[config.mk]
export PLATFORM = sky130hd
export DESIGN_NAME = fifo_rr_write_arbiter
export DESIGN_NICKNAME = d
export VERILOG_FILES = /design/src/rtl/fifo_rr_write_arbiter.sv
export SDC_FILE = /design/constraint.sdc
export NUM_CORES = 1
export LEC_CHECK = 0
export ABC_AREA = 1
export CELL_PAD_IN_SITES_DETAIL_PLACEMENT = 0
export CELL_PAD_IN_SITES_GLOBAL_PLACEMENT = 1
export CORE_ASPECT_RATIO = 1.2
export CORE_UTILIZATION = 17
export CTS_CLUSTER_SIZE = 30
export DETAILED_ROUTE_END_ITERATION = 7
export HOLD_SLACK_MARGIN = 0.1
export PLACE_DENSITY_LB_ADDON = 0.1
export SYNTH_ARGS = -nofsm -noshare
export SYNTH_HDL_FRONTEND = slang
export SYNTH_SLANG_ARGS = --single-unit
[constraint.sdc]
create_clock -name clk -period 2.59 [get_ports clk]
set_input_delay 0.259 -clock clk [delete_from_list [all_inputs] [get_ports clk]]
set_output_delay 0.259 -clock clk [all_outputs]
set_load 0.005 [all_outputs]
[src/rtl/fifo_rr_write_arbiter.sv]
// fifo_rr_write_arbiter: round-robin producer arbiter, occupancy mirror and flush sequencer for one FIFO (ARB_PRIO0_EN: requester 0 strict priority)
module fifo_rr_write_arbiter #(
  parameter int NUM_REQ = 4,
  parameter int REQ_IDX_W = 2,
  parameter int DATA_WIDTH = 32,
  parameter int DEPTH = 16,
  parameter int CNT_W = 5
) (
  input  logic                          clk,
  input  logic                          rst,
  input  logic [NUM_REQ-1:0]            req_valid,
  input  logic [NUM_REQ*DATA_WIDTH-1:0] req_data,
  output logic [NUM_REQ-1:0]            req_ready,
  input  logic                          deq_req,
  output logic                          deq_valid,
  output logic [DATA_WIDTH-1:0]         deq_data,
  input  logic                          flush,
  output logic                          flush_busy,
  output logic [CNT_W-1:0]              occupancy,
  output logic                          fifo_write,
  output logic [DATA_WIDTH-1:0]         fifo_wdata,
  output logic                          fifo_read,
  input  logic [DATA_WIDTH-1:0]         fifo_rdata
);
  typedef enum logic {RUN, FLUSH} state_t;
  state_t state;
  logic [REQ_IDX_W-1:0] rr_ptr, sel, idx, ptr_next;
  logic [CNT_W-1:0] cnt;
  logic found, run, grant_ok;
  always_comb begin
    found = 1'b0;
    sel = '0;
    idx = '0;
`ifdef ARB_PRIO0_EN
    found = req_valid[0];
`endif
    for (int k = 0; k < NUM_REQ; k++) begin
      idx = REQ_IDX_W'((int'(rr_ptr) + k) % NUM_REQ);
`ifdef ARB_PRIO0_EN
      if (!found && idx != '0 && req_valid[idx]) begin
`else
      if (!found && req_valid[idx]) begin
`endif
        found = 1'b1;
        sel = idx;
      end
    end
  end
`ifdef ARB_PRIO0_EN
  assign ptr_next = sel == '0 ? rr_ptr : sel == REQ_IDX_W'(NUM_REQ - 1) ? REQ_IDX_W'(1) : sel + 1'b1;
`else
  assign ptr_next = sel == REQ_IDX_W'(NUM_REQ - 1) ? '0 : sel + 1'b1;
`endif
  assign run        = state == RUN;
  assign grant_ok   = run && !flush && cnt < CNT_W'(DEPTH);
  assign fifo_write = grant_ok && found;
  assign req_ready  = fifo_write ? {{(NUM_REQ-1){1'b0}}, 1'b1} << sel : '0;
  assign fifo_wdata = fifo_write ? req_data[int'(sel)*DATA_WIDTH +: DATA_WIDTH] : '0;
  assign deq_valid  = run && cnt != '0;
  assign fifo_read  = run ? deq_valid && deq_req && !flush : cnt != '0;
  assign deq_data   = fifo_rdata;
  assign flush_busy = !run;
  assign occupancy  = cnt;
  always_ff @(posedge clk) begin
    if (rst) begin
      state  <= RUN;
      rr_ptr <= '0;
      cnt    <= '0;
    end else begin
      cnt    <= cnt + CNT_W'(fifo_write) - CNT_W'(fifo_read);
      rr_ptr <= fifo_write ? ptr_next : rr_ptr;
      state  <= run ? (flush ? FLUSH : RUN) : (cnt == '0 ? RUN : FLUSH);
    end
  end
endmodule

==> results.md, run 1 <==
- Reg2Reg Depth: 15
- Netlist cell types: 26
- Clock tree buffer depth: 2
- TritonCTS clock tree: done
- Tightest Hold Check Type: primary input to primary output
- Peak VDD IR: 0.000551 V
- Post-synthesis adder-cell area fraction: under 10%
- Synth Area in Compound Gates: between 8 and 9%
- Fmax: 388 MHz
- Crit Path Category: primary input to primary output
- Top cells by area, synth: nand3_1 18%, inv_1 17%, nand2_1 14%
- Largest net degree at the start of global routing: 46
- Drt first-iter violations: between 200 and 250
- Largest family of logic cells by synthesized area: simple AND/OR/NAND/NOR gates
- Worst r2r src: rr_ptr[0]
- R2r setup slk: roughly 0.15 ns
- DRT Pass-1 Iters: 4
- Die area: 16500 µm²
- Area of the mapped netlist: 2720 µm²
- CP endpoint kind: primary output
- Storage element area: roughly 170 µm²
- Synthesis warning total: 0
- GRT overflow: 0
- Crit start category: primary input
- Slew @ Worst Pin: ~0.34 ns
- XOR/XNOR Fraction of Synth Area: 0.643%
- Overall Power: 6.26 mW
- Leak Pwr: roughly 2.7 nW
- Most common cell after layout, fill and taps aside: clkdlybuf4s50_1
- Crit path max fanout: 26
- Final period util: 99.5%
- P&R area growth vs syn: 85.2%
- WL/cell: 14.2 µm
- Register area share after synthesis: 5.88%
- Worst hold stages: 0
- Status: finished, final reports clean
- Via count: 3729
- CTS root buf: clkbuf_16
- Max_cap viols: 0
- Register bit count reported by yosys: 8
- Worst Skew: 0.000834 ns
- Fillcell total: about 1800
- Mux contribution to synthesized area: 0%
- IO Port Bufs: 180
- Final wirelength: approximately 13000 µm
- Syn Inst Count: 517
- First-pass GRT wire length: 18600 µm
- Initial antenna violation count: 0
- Hold worst-path end: deq_data[13]
- Worst Path Arrival: 2.32 ns
- Initial Utilization: about 17%
- Critical Path RT: 2.33 ns
- Slew headroom: 77.4%
- DIE WIDTH: between 100 and 150 µm
- Synthesized Nets: ~700
- DRC: 0
- Skew-Pair Late Insertion Delay: 0.23 ns
- Row cnt: 50
- Area leader, netlist: nand3_1
- Hold wc startpoint: fifo_rdata[13]
- Footprint of the multi-input gates: 1850 µm²
- R2R Path End: occupancy[4]
- Clk sinks: 8
- Most frequent cells in the layout: 142 x clkdlybuf4s50_1, 121 x inv_1, 95 x nand3_1, 88 x nand2_1, 33 x nand3b_1
- Die span in y: ~140 µm
- RSZ-0062 raised after global routing: true
- Mapped Avg Cell Area: 5.27 µm²
- Gpl congestion: 0.775
- CTS Buf Count: 3
- DP Cell Count: 872
- # diodes: 0
- Vias in the first global route: 3533
- Final instance count without filler cells: 888
- Core area: about 16000 µm²
- Fin nets: 861
- Via density: 4.20
- Boundary Pins: 245
- Final Hold Viols: 0
- Layout cell share with drive strength beyond 1: about a fifth
- HPWL after DPL: between 9000 and 10000 µm
- Clock H-tree levels: 1
- Share of the synthesized area in the top cell type: approximately 18%
- Total track usage: 13.7%
- Pwr dens: 1240 nW/µm²
- Crit path time final: 2.58 ns
- Detail Route Antenna Nets: 0
- Post-Synth Simple-Gate Area: 46.5%
- Finish-stage setup viols: 0
- Slew Limit Fails: 0
## registers in the layout, summed over array words and instances (netlist names)
name / cells
occupancy: 5
rr_ptr: 2
flush_busy: 1
## how the worst max path moves through the flow
stage / start / endpoint / cells past startpoint
finish: req_valid[0] / fifo_wdata[18] / 14
global route: req_valid[0] / fifo_wdata[18] / 14
CTS: rr_ptr[0] / req_ready[2] / 15
detailed placement: req_valid[2] / fifo_wdata[2] / 13
global placement: req_valid[3] / fifo_wdata[2] / 13
floorplan: rr_ptr[0] / occupancy[4] / 17
## timing repair
item / 4_1_cts / 5_1_grt
buffers inserted: 4 / 6
hold buffers: 0 / 0
endpoints found under the setup margin: 37 / 38
resized for setup: 43 / 109
pin swaps: 0 / 25
endpoints found under the hold margin: 0 / 0
cloned: 1 / 3
## layout make-up
| type | count | share of cell area, % |
|---|---|---|
| Timing Repair Buffer | 224 | 43.8 |
| Multi-Input combinational cell | 318 | 36.7 |
| Inverter | 127 | 9.55 |
| Tap cell | 208 | 5.16 |
| Sequential cell | 8 | 3.32 |
| Clock buffer | 3 | 1.49 |
## cell usage after synthesis
cell type / instances
inv_1: 124
nand2_1: 101
nand3_1: 100
a21oi_1: 38
buf_4: 34
nand3b_1: 33
buf_2: 19
nor2_1: 13
ha_1: 10
dfxtp_1: 8
clkbuf_1: 5
nand2_2: 5
buf_6: 4
o21ai_0: 4
inv_2: 3
nand3_2: 3
a31oi_1: 2
buf_1: 2
xnor2_1: 2
and3_1: 1
fa_1: 1
nand4_1: 1
nor2_4: 1
o211ai_1: 1
o21ai_1: 1
or2_2: 1
## critical path, cell delays in order
cell             delay, ns
clkdlybuf4s50_1       0.43
inv_2                 0.07
nand2_2               0.07
nand3_4               0.09
nand2_4               0.07
buf_4                 0.14
a21oi_4               0.13
nand2_4               0.09
buf_4                 0.24
buf_4                 0.19
nand3_1               0.07
nand3_1               0.07
a21oi_1               0.16
clkdlybuf4s15_1       0.22
## kinds of logic after synthesis
family / after synthesis
DFF: 8
AOI/OAI and AO/OA: 46
xor gates and xnor gates: 2
adders and majority gates: 11
and+or+nand+nor: 259
buffers and inverters: 191
## metal layers
metal  GRT usage [%]  wire length, µm
met1            17.3             5650
met2            24.4             6110
met3            3.07              782
met4            1.69               46
met5               0                0
## per-stage QoR
stage	hold WS, ns	setup slack, ns	TNS, ns	area, µm²	util (%)
final	0.518	0.0127	0	5040	32.3
after global routing	0.518	-0.0871	-0.522	5040	32.3
after CTS	0.518	-0.222	-1.35	4870	31.1
after detailed placement	0.518	-0.328	-7.96	4710	30.1
after global placement	0.518	-0.314	-7.89	4710	30.1
after floorplan	0.328	0.0555	0	2720	-
## where the power goes
group / switching, mW / internal (mW) / total (mW)
clock: 0.0605 / 0.199 / 0.260
sequential: 0.0520 / 0.179 / 0.231
combinational: 3.12 / 2.65 / 5.77
Power figures use the tool's default switching activity.
==> inputs of run 2 (changes only) <==
- CAP_MARGIN: unset -> 40
==> results of run 2 <==
Same layout as run 1: the final DEF is identical, and so are final timing and power.
